### src/rtl/switch_toggle_bank.sv
// Multi-channel push-button front end: 2-flop sync, counter debounce, edge qualify, LED toggle.
// Debounced level follows a settled input after DEBOUNCE_CYCLES+2 edges; event/toggle one edge later.
module switch_toggle_bank #(
  parameter int NUM_CH          = 4,
  parameter int DEBOUNCE_CYCLES = 250000,
  parameter int EDGE_MODE       = 0,
  parameter int LED_ACTIVE_LOW  = 1
) (
  input  logic              i_Clk,
  input  logic              i_Reset,
  input  logic [NUM_CH-1:0] i_Switch,
  input  logic              i_Clear,
  output logic [NUM_CH-1:0] o_Switch_Stable,
  output logic [NUM_CH-1:0] o_Event,
  output logic [NUM_CH-1:0] o_LED
);

  localparam int CW = $clog2(DEBOUNCE_CYCLES + 1);
  localparam logic [CW-1:0] CNT_MAX = CW'(DEBOUNCE_CYCLES - 1);
  localparam logic [NUM_CH-1:0] LED_POL = (LED_ACTIVE_LOW != 0) ? '1 : '0;

  logic [NUM_CH-1:0] sync1_q, sync2_q;
  logic [NUM_CH-1:0] stable_q, stable_d;
  logic [NUM_CH-1:0] prev_q;
  logic [NUM_CH-1:0] event_q, event_d;
  logic [NUM_CH-1:0] tog_q, tog_d;
  logic [CW-1:0]     cnt_q [NUM_CH];
  logic [CW-1:0]     cnt_d [NUM_CH];
  logic [NUM_CH-1:0] rise, fall, qual;

  // A mismatch must persist for DEBOUNCE_CYCLES consecutive cycles; any return resets the count.
  always_comb begin
    stable_d = stable_q;
    for (int n = 0; n < NUM_CH; n++) begin
      cnt_d[n] = '0;
      if (sync2_q[n] != stable_q[n]) begin
        if (cnt_q[n] == CNT_MAX) begin
          stable_d[n] = sync2_q[n];
        end else begin
          cnt_d[n] = cnt_q[n] + 1'b1;
        end
      end
    end
  end

  always_comb begin
    rise = stable_q & ~prev_q;
    fall = ~stable_q & prev_q;
    if (EDGE_MODE == 1) begin
      qual = rise;
    end else if (EDGE_MODE == 2) begin
      qual = rise | fall;
    end else begin
      qual = fall;
    end
    event_d = qual;
    // Clear has priority, so an event landing on the same edge is dropped for the toggle.
    tog_d   = i_Clear ? '0 : (tog_q ^ qual);
  end

  always_ff @(posedge i_Clk or posedge i_Reset) begin
    if (i_Reset) begin
      sync1_q  <= '0;
      sync2_q  <= '0;
      stable_q <= '0;
      prev_q   <= '0;
      event_q  <= '0;
      tog_q    <= '0;
      for (int n = 0; n < NUM_CH; n++) begin
        cnt_q[n] <= '0;
      end
    end else begin
      sync1_q  <= i_Switch;
      sync2_q  <= sync1_q;
      stable_q <= stable_d;
      prev_q   <= stable_q;
      event_q  <= event_d;
      tog_q    <= tog_d;
      for (int n = 0; n < NUM_CH; n++) begin
        cnt_q[n] <= cnt_d[n];
      end
    end
  end

  assign o_Switch_Stable = stable_q;
  assign o_Event         = event_q;
  assign o_LED           = tog_q ^ LED_POL;

endmodule

### config.mk
export PLATFORM = sky130hd
export DESIGN_NAME = switch_toggle_bank
export DESIGN_NICKNAME = d
export VERILOG_FILES = /design/src/rtl/switch_toggle_bank.sv
export SDC_FILE = /design/constraint.sdc
export NUM_CORES = 1
export LEC_CHECK = 0
export ABC_AREA = 1
export ABC_CLOCK_PERIOD_IN_PS = 6660
export BUFFER_PORTS_ARGS = -buffer_cell sky130_fd_sc_hd__buf_4
export CAP_MARGIN = 15
export CORE_ASPECT_RATIO = 0.8
export CORE_MARGIN = 5
export CORE_UTILIZATION = 66
export DETAILED_ROUTE_END_ITERATION = 8
export GPL_TIMING_DRIVEN = 0
export PLACE_DENSITY = 0.84
export SYNTH_ARGS = -nofsm -noshare
export SYNTH_HDL_FRONTEND = slang
export SYNTH_SLANG_ARGS = --single-unit
### constraint.sdc
create_clock -name i_Clk -period 6.66 [get_ports i_Clk]
set_clock_uncertainty 0.1 [all_clocks]
set_input_delay 0.666 -clock i_Clk [delete_from_list [all_inputs] [get_ports i_Clk]]
set_output_delay 0.666 -clock i_Clk [all_outputs]
set_load 0.01 [all_outputs]
* Word-level counts from Yosys, hierarchy flattened
Index checks and enable logic that the tools add are counted.
** Word-level totals
- Output and inout bits :: 12
- Logic and storage cells :: 42
- Flip-flop bits (word level) :: 96
- Bits of input ports :: 7
** Operators by class
- $add $sub $neg :: 4
- Reductions and logical operators :: 4
- Multiplexer cells :: 9
- Bitwise operators :: 4
- Equality and inequality tests :: 8
** Operators with widths (number)
- 18-bit 2-to-1 mux :: 8
- 18-bit by 1-bit adder with 18-bit output, second input constant :: 4
- 18-bit equality test, second input constant :: 4
- 4-bit inverter :: 2
- 2-bit AND reduction :: 4
- 4-bit AND :: 1
- 4-bit 2-to-1 mux :: 1
- 1-bit inequality test :: 4
- 4-bit XOR :: 1

* Logic depth before layout (Yosys ltp)
- Depth in word-level cells :: 4
- Gate-level depth with buffers :: 9
- Mapped depth without buffers :: 9

* Least setup slack after synthesis
OpenSTA, ideal clock, no wires.
- Path kind :: register to register
- From :: reg cnt_q[18] (netlist bit)
- To :: reg cnt_q[32] (netlist bit)
- Setup slack :: 5.270 ns
- Data required time :: 6.443 ns
- Clock period less this slack :: 1.390 ns
- Setup time :: 0.117 ns
- Buffers on the path :: 0
- Arrival time :: 1.173 ns
- Cell stages (with the launch flop) :: 9
- Cells stage by stage :: dfrtp_1 -> ha_1 -> nand2_1 -> nor2_2 -> nand2_1 -> nor2_2 -> nand3_1 -> nor2_1 -> nor2_1
** RTL lines
- start, declared :: RTL line 27 : logic [CW-1:0] cnt_q [NUM_CH];
- start signal, assigned by index :: RTL line 80 : cnt_q[n] <= cnt_d[n];

* Final worst setup path
- From :: reg stable_q[1], in the netlist o_Switch_Stable[1]
- To :: out o_Switch_Stable[1]
** RTL lines
- start, declared :: RTL line 23 : logic [NUM_CH-1:0] stable_q, stable_d;
- start signal, assigned :: RTL line 75 : stable_q <= stable_d;
- end, declared :: RTL line 13 : output logic [NUM_CH-1:0] o_Switch_Stable,
No word-level cell between the ends.

==> impl_metrics.py <==
metrics = {
    "run_status": {
        "outcome": "finished clean",
    },
    "worst_setup_path": {
        "reg2reg_from": "cnt_q[0]$_DFF_PP0_",
        "reg2reg_slack_ns": 4.91,
        "required_ns": 5.89,
        "crit_family": "flip-flops",
        "path_buf_inv": 1,
        "crit_slowest_cell": "dfrtp_1",
        "criticalPathCategory": "reg2out",
        "worstPathCellList": "buf_4",
        "slowest_delay_ns": 0.50,
        "reg2reg_to": "cnt_q[0]$_DFF_PP0_",
        "ff2ff_path_depth": 6,
        "crit_arrival_ns": 1.04,
        "worstPathMaxFanout": 6,
        "cp-start-kind": "flop",
        "critPathCaptureType": "output pin",
    },
    "power_and_ir_drop": {
        "p_sw_w": 0.000235,
        "combinationalPowerShare_pct": 3.7,
        "power_density_mw_per_mm2": 194,
        "clockPowerShare_pct": 37.6,
        "p_seq_share_pct": 58.7,
        "p_leak_nw": 2.23,
        "p_int_w": 0.000783,
        "sw_frac_of_total_pct": 23.1,
        "irDropWorstVdd_v": 0.000205,
    },
    "synth": {
        "synth_edf_count": 0,
        "yosysMostFrequentCell": "nor2_1",
        "synthCells": 594,
        "async_flop_share_pct": 100,
        "synth_top_area_share_pct": 50.2,
        "synth_top_area_cell": "dfrtp_1",
        "synthTopCellsByArea": "dfrtp_1 (50%), nor2_1 (12%), nand2_1 (8.8%), nand3_1 (5.1%), inv_1 (4.4%)",
        "ys.flop_type": "dfrtp_1",
        "synth.distinct_cells": 25,
        "synthTopCellsByCount": "nor2_1 (155), nand2_1 (112), dfrtp_1 (96), inv_1 (56), nand3_1 (49)",
        "postSynthAreaPerCell_um2": 8.05,
        "syn_nets": 605,
        "synth_seq_area_share_pct": 50.2,
        "ys_ff_latch": 96,
        "syn-cell-area_mm2": 0.00478,
        "yosysWarnings": 0,
    },
    "grt": {
        "grt_usage_pct": 22.1,
        "grt_overflow": 0,
        "grt_max_degree": 74,
        "grt_pass1_wl_um": 16400,
        "grt_pass1_vias": 3611,
        "antenna_found_initial": 0,
    },
    "placed_design": {
        "gp_congestion": 0.938,
        "hpwl_um": 6590,
        "portBuffers": 18,
    },
    "floorplan": {
        "die_area_mm2": 0.00906,
        "dieWidth_um": 105,
        "start_util_pct": 68.8,
        "std_cell_rows": 27,
        "core_area_mm2": 0.00696,
        "die_h_um": 86.2,
        "num_io_pins": 19,
    },
    "final_layout": {
        "regArea_mm2": 0.00240,
        "drive_above_1_share_pct": 12.7,
        "multi_input_area_mm2": 0.00214,
        "fin_util_pct": 75.5,
        "antenna_cells": 0,
        "nets": 635,
        "area_delta_synth_final_pct": 9.81,
        "fill_cells": 517,
    },
    "sta": {
        "fin_tns_setup_ns": 0,
        "rsz0062_at_grt": "false",
        "tightest_slew_ns": 0.428,
        "period_share_pct": 27.2,
        "min_period_ns": 1.81,
        "fmax_ghz": 0.553,
        "hold_violations": 0,
        "slew_violations": 0,
        "slew_headroom_pct": 71.3,
        "final-setup-viol-count": 0,
    },
    "min_path": {
        "hp-class": "in2async",
    },
    "clocking": {
        "cts_hold_repair.buffers": 0,
        "cts.path.max_buffers": 2,
        "cts_inserted_buffers": 9,
        "cts.sinks": 96,
        "ctsResizeCount": 0,
        "cts_tree": "built",
        "cts-root-buf": "clkbuf_8",
        "clk_latency_ns": 0.37,
        "cts_htree_levels": 3,
        "clk_pin_slew_worst_paths_ns": 0.08,
        "post-cts-setup-buffers": 0,
    },
    "routing": {
        "avgRoutedWirePerCell_um": 12.9,
        "drc_errors": 0,
        "routed_wl_um": 9210,
        "postRouteAntennaNets": 0,
        "dr.first_iter.drc_count": 226,
        "viasPerCell": 5.35,
        "firstDrtPassIters": 7,
        "via_count": 3825,
    },
    "flow_run": {
        "maxCapViolations": 0,
    },
}
[flip-flops by register name (all words and copies together), names as in the netlist]
signal	flops
cnt_q	72
o_Event	4
o_Switch_Stable	4
prev_q	4
sync1_q	4
sync2_q	4
tog_q	4
[kinds of logic (layout without fill, tap and decap cells)]
kind of cell | count (synthesis) | in the layout | share of synthesized area, %
xor gates and xnor gates | 38 | 38 | 7.43
AOI/OAI and AO/OA | 23 | 23 | 2.69
and+or+nand+nor | 370 | 370 | 33.7
adders and majority gates | 4 | 4 | 1.05
buffers and inverters | 63 | 97 | 4.97
DFF | 96 | 96 | 50.2
[layout make-up]
cell class | instances | share of cell area [%]
sequential | 96 | 45.7
multi-input combinational | 435 | 40.8
inverter | 62 | 4.48
tap | 87 | 2.07
buffer | 1 | 0.0953
clock inverter | 5 | 1.10
timing repair buffer | 19 | 3.10
clock buffer | 10 | 2.62
[worst reg2reg max path, stage by stage (launching register included)]
cell and delay [ns]:
dfrtp_1 0.44, ha_1 0.22, nand3_1 0.17, nor2_1 0.17
nand3_1 0.23, nand2_2 0.22, nor2_1 0.09
[stage by stage]
stage | total power, W | hold WS, ns | std cells | area (µm²) | setup slack, ns
2_1_floorplan | 0.000633 | 0.231 | 594 | 4780 | 3.39
3_3_place_gp | 0.000644 | 0.233 | 699 | 5030 | 2.39
3_5_place_dp | 0.000648 | 0.235 | 700 | 5060 | 5.05
4_1_cts | 0.00103 | 0.164 | 715 | 5250 | 4.83
5_1_grt | 0.00106 | 0.175 | 715 | 5250 | 4.77
6_report | 0.00102 | 0.164 | 715 | 5250 | 4.85
[power groups by stage]
stage	sequential (W)	combinational [W]	clock, W
after floorplan	0.000607	0.0000260	0
after global placement	0.000608	0.0000357	0
after detailed placement	0.000609	0.0000392	0
after CTS	0.000597	0.0000398	0.000393
after global routing	0.000598	0.0000451	0.000417
final	0.000597	0.0000380	0.000383
[layout by cell type (no fill, tap or decap)]
cell type   Yosys  layout
o21bai_1        4       4
nor2_1        155     155
xnor2_1        11      11
buf_16          0       1
xor2_2          2       2
nand2_1       112     112
dfrtp_1        96      96
nand4_1         6       6
buf_2           1       1
nor2_4          6       6
clkinvlp_4      0       3
inv_2           6       6
nand2_2        13      13
buf_4           0      18
xnor2_2         1       1
clkinv_2        0       1
o21ai_0         7       7
nor3b_2         1       1
clkbuf_8        0      10
xor2_1         24      24
o21ai_1         2       2
and2_0          1       1
nor3_1         11      11
inv_4           0       1
nor3b_1         2       2
ha_1            4       4
nand3_1        49      49
a21oi_2         1       1
bufinv_16       0       1
nor2_2         14      14
inv_1          56      55
a21oi_1         9       9
[worst max-delay path by stage]
stage,from,endpoint,slack (ns),cells after the start
global route,o_Switch_Stable[1]$_DFFE_PP0P_,o_Switch_Stable[1],4.77,1
CTS,o_Switch_Stable[1]$_DFFE_PP0P_,o_Switch_Stable[1],4.83,1
global placement,i_Reset,cnt_q[10]$_DFF_PP0_,2.39,2
floorplan,i_Reset,cnt_q[0]$_DFF_PP0_,3.39,1
finish,o_Switch_Stable[1]$_DFFE_PP0P_,o_Switch_Stable[1],4.85,1
detailed placement,cnt_q[0]$_DFF_PP0_,cnt_q[16]$_DFF_PP0_,5.05,6
[layer usage]
| metal | routed length [µm] | GRT usage, % | up-vias |
|---|---|---|---|
| met1 | 4270 | 30.2 | 1796 |
| met2 | 4280 | 35.2 | 104 |
| met5 | 0 | 0 | - |
| li1 | - | - | 1908 |
| met4 | 150 | 7.90 | 0 |
| met3 | 513 | 4.74 | 17 |
Power figures use the tool's default switching activity.
